===== config.mk =====
export PLATFORM = sky130hd
export DESIGN_NAME = cache_refill
export DESIGN_NICKNAME = d
export VERILOG_FILES = /design/src/rtl/cache_refill.sv
export SDC_FILE = /design/constraint.sdc
export NUM_CORES = 1
export LEC_CHECK = 0
export CAP_MARGIN = 20
export CORE_ASPECT_RATIO = 0.8
export CORE_UTILIZATION = 41
export DETAILED_ROUTE_END_ITERATION = 8
export PLACE_DENSITY = 0.83
export SLEW_MARGIN = 15
export SYNTH_ARGS = -nofsm -noshare
export SYNTH_HDL_FRONTEND = slang
export SYNTH_SLANG_ARGS = --single-unit

===== constraint.sdc =====
create_clock -name clk -period 2.3 [get_ports clk]
set_input_delay 0.46 -clock clk [delete_from_list [all_inputs] [get_ports clk]]
set_output_delay 0.46 -clock clk [all_outputs]
set_load 0.005 [all_outputs]

===== src/rtl/cache_refill.sv =====
// Data-cache line refill engine: fetches a 256-bit line as eight 32-bit beats
// and issues a single-cycle full-line write strobe once the line is assembled.
module cache_refill #(
    parameter int unsigned TIMEOUT = 64
) (
    input  logic         clk,
    input  logic         reset,
    input  logic         miss_req,
    input  logic [31:0]  miss_addr,
    output logic         mem_req,
    output logic [31:0]  mem_addr,
    input  logic         mem_ready,
    input  logic [31:0]  mem_rdata,
    output logic [255:0] line_out,
    output logic [31:0]  fill_addr,
    output logic         fill_we,
    output logic         busy,
    output logic         err
);

    localparam int unsigned CW = (TIMEOUT < 1) ? 1 : $clog2(TIMEOUT + 1);

    typedef enum logic [1:0] {
        IDLE  = 2'd0,
        FETCH = 2'd1,
        FILL  = 2'd2
    } state_t;

    state_t        state;
    state_t        state_next;
    logic [2:0]    beat;
    logic [CW-1:0] stall_cnt;
    logic [CW-1:0] stall_inc;
    logic          timeout_hit;

    assign stall_inc   = stall_cnt + CW'(1);
    assign timeout_hit = (TIMEOUT != 0) && (stall_inc == CW'(TIMEOUT - 1));

    always_comb begin
        state_next = state;
        case (state)
            IDLE:  if (miss_req) state_next = FETCH;
            FETCH: begin
                if (mem_ready) begin
                    if (beat == 3'd7) state_next = FILL;
                end else if (timeout_hit) begin
                    state_next = IDLE;
                end
            end
            FILL:    state_next = IDLE;
            default: state_next = IDLE;
        endcase
    end

    always_ff @(posedge clk) begin
        if (!reset) begin
            state     <= IDLE;
            beat      <= '0;
            stall_cnt <= '0;
            line_out  <= '0;
            fill_addr <= '0;
            err       <= 1'b0;
        end else begin
            state <= state_next;
            err   <= 1'b0;
            case (state)
                IDLE: begin
                    if (miss_req) begin
                        fill_addr <= {miss_addr[31:5], 5'b0};
                        beat      <= '0;
                        stall_cnt <= '0;
                    end
                end
                FETCH: begin
                    if (mem_ready) begin
                        line_out[{beat, 5'b0} +: 32] <= mem_rdata;
                        beat      <= beat + 3'd1;
                        stall_cnt <= '0;
                    end else begin
                        stall_cnt <= stall_inc;
                        err       <= timeout_hit;
                    end
                end
                default: ;
            endcase
        end
    end

    // fill_addr keeps bits [4:0] zero, so splicing in the beat equals fill_addr + 4*beat
    assign mem_addr = {fill_addr[31:5], beat, 2'b00};
    assign mem_req  = (state == FETCH);
    assign fill_we  = (state == FILL);
    assign busy     = (state != IDLE);

endmodule


==> metrics.yaml <==
run_status: "completed"
antenna_found_initial: 0
cts_setup_buffers: 0
vias: 11200
async_flop_share_pct: 0
cts_tree: "done"
ant_nets: 0
crit_path_end_kind: "output pin"
drc_errors: 0
postLayoutSetupSlackWorst_ns: 0.0804
preCtsSetupSlack_ns: -0.0155
cts.reportedPaths.clkPinSlew_ns: 0.06
postCtsHoldBufs: 0
globalRoute.totalOverflow: 0
synthFlopType: "dfxtp_1"
seq_area_frac_synth_pct: 51.2
htree_levels: 1
die_x_um: 190
synth_top_area_cell: "dfxtp_1"
crit_type: "register to output pin"
max_freq_ghz: 0.451
cts-buffers-inserted: 29
comb_power_share_pct: 7.4
antenna-diode-count: 0
final_period_minus_worst_setup_slack_ns: 2.22
synth.cell_area_um2: 11600
drive_above_1_share_pct: 5.34
placement.io_buffers: 379
cts.sink_count: 296
critical_path.max_fanout: 9
first_global_vias: 10800
power.share.sequential_pct: 49.3
areaGrowthSynthToFinish_pct: 43.2
detail_route.iter0.violations: 664
cts.path.max_buffers: 3
p_total_uw: 10600
final_hold_viol_count: 0
row_count: 54
worstPathRequired_ns: 1.84
arrival_ns: 1.76
rsz0062_at_grt: "false"
detailed_place_hpwl_mm: 27.1
max_slew.worst_pin.slew_ns: 0.564
report.final.setup_viol: 0
final_min_period_over_clock_period_pct: 96.5
slew_viols_final: 0
p_sw_uw: 2470
synth_edf_count: 0
grt_start_max_net_pins: 57
die_h_um: 152
sort_of_element_at_the_start_of_the_critical_path: "register"
dieArea_um2: 28900
route.detailed.vias_per_inst: 5.14
slew_headroom_pct: 62.2
worstHoldPathType: "register to register"
yosysWarningCount: 0
post_synth_inst_count: 1480
floorplan.io_pins: 392
power.leakage_uw: 0.00576
post_synth.cell_area_avg_um2: 7.82
timing.max_cap.violations: 0
worst_skew_pair.late_latency_ns: 0.55
ys_top_cells_by_area: "dfxtp_1 51%, nand2_1 17%, a21oi_1 11%"
global_route_wire_length_before_repair_mm: 59.2
power_report.internal_total_uw: 8150
wirelength_mm: 38.6
globalplace.congestion: 0.899
synth.ff_latch_count: 296
vdd_drop_max_v: 0.000564
first_pass_iters: 7
net_sw_share_pct: 23.3
final_nets: 1875
coreArea_um2: 27500
wl_per_cell_um: 17.7
initial_core_util_pct: 42.1
most-common-layout-cells: "511 x nand2_1, 379 x clkdlybuf4s50_1, 295 x dfxtp_1, 255 x a21oi_1, 137 x nor2_1"
fin_worst_skew_ns: 0.0108
yosysTopAreaCellShare_pct: 51.2
post_synth_num_cell_types: 41
groute.usage.overall_pct: 25.8
clock_power_share_pct: 43.3
layout.cells.most_common: "nand2_1"
root_buffer: "clkbuf_16"
power.density_cell_area_nw_per_um2: 641
[cell usage after synthesis, types with 4 or more instances]
cell,n
a21oi_1,255
and3_1,5
buf_2,35
buf_4,39
buf_6,9
clkbuf_1,55
dfxtp_1,296
ha_1,9
inv_1,6
mux2i_1,33
nand2_1,511
nand2b_1,34
nand3_1,5
nor2_1,137
nor2b_1,6
o21ai_0,8
or4b_1,4
[kinds of logic after synthesis]
logic type	share of synthesized area, %
XOR/XNOR	0.151
flip-flops	51.2
AND/OR/NAND/NOR	25.8
buffers and inverters	6.93
adder cells (fa/ha/maj)	0.974
other	0.0324
AO/OA/AOI/OAI	12.1
multiplexers	2.86
[flip-flops by register name, indices dropped and copies added (netlist names)]
register,cells
err,1
line_out,256
beat,3
stall_cnt,7
state,2
fill_addr,27
[critical path: stages (launching register included)]
cell,delay [ns]
dfxtp_2,0.44
nor2b_2,0.22
clkdlybuf4s50_1,0.56
[routing by layer]
metal,global-route usage (%),part of all wire (%),up-vias
met4,12.2,4.9,0
met1,30.1,39,5265
met3,7.76,9.1,108
li1,-,-,5350
met2,43.1,47,482
met5,0,0,-
[stage by stage]
stage | utilization [%] | area (um2) | hold slack (ns) | setup TNS [ns] | std cells
after global routing | 60.2 | 16600 | 0.446 | 0 | 2182
after global placement | 56.9 | 15600 | 0.441 | 0 | 2131
after floorplan | - | 11600 | 0.447 | 0 | 1486
final | 60.2 | 16600 | 0.451 | 0 | 2182
after detailed placement | 56.9 | 15600 | 0.446 | -0.0992 | 2131
after CTS | 60.2 | 16600 | 0.433 | 0 | 2182
[power by group through the flow]
stage | clock [uW] | combinational (uW) | sequential, uW
floorplan | 0 | 354 | 5340
global placement | 0 | 765 | 5340
detailed placement | 0 | 781 | 5350
CTS | 4670 | 786 | 5230
global route | 4890 | 839 | 5240
finish | 4600 | 784 | 5230
[area by class of cell]
type | instances | area (um2)
Inverter | 6 | 30.0
Tap cell | 364 | 455
Fill cell | 2326 | 10900
Sequential cell | 296 | 5930
Timing Repair Buffer | 420 | 4340
Multi-Input combinational cell | 1045 | 4900
Clock buffer | 41 | 821
Clock inverter | 10 | 90.1
[final timing paths]
| kind | start | end | slack (ns) | cells past startpoint |
|---|---|---|---|---|
| worst max-delay path | state[0]$_SDFFE_PN0P_ | mem_req | 0.08 | 2 |
| worst min-delay path | line_out[42]$_SDFFE_PN0P_ | line_out[42]$_SDFFE_PN0P_ | 0.45 | 2 |
| worst max register to register | beat[0]$_SDFFE_PN0P_ | line_out[100]$_SDFFE_PN0P_ | 0.19 | 8 |
| worst min register to register | line_out[42]$_SDFFE_PN0P_ | line_out[42]$_SDFFE_PN0P_ | 0.45 | 2 |
[repair_timing]
| action | in CTS | in global routing |
|---|---|---|
| pin swaps | 0 | 0 |
| endpoints found under the setup margin | 1 | 1 |
| resized for setup | 1 | 1 |
| hold endpoints to repair | 0 | 0 |
No activity file was read; power rests on OpenSTA's default activity.
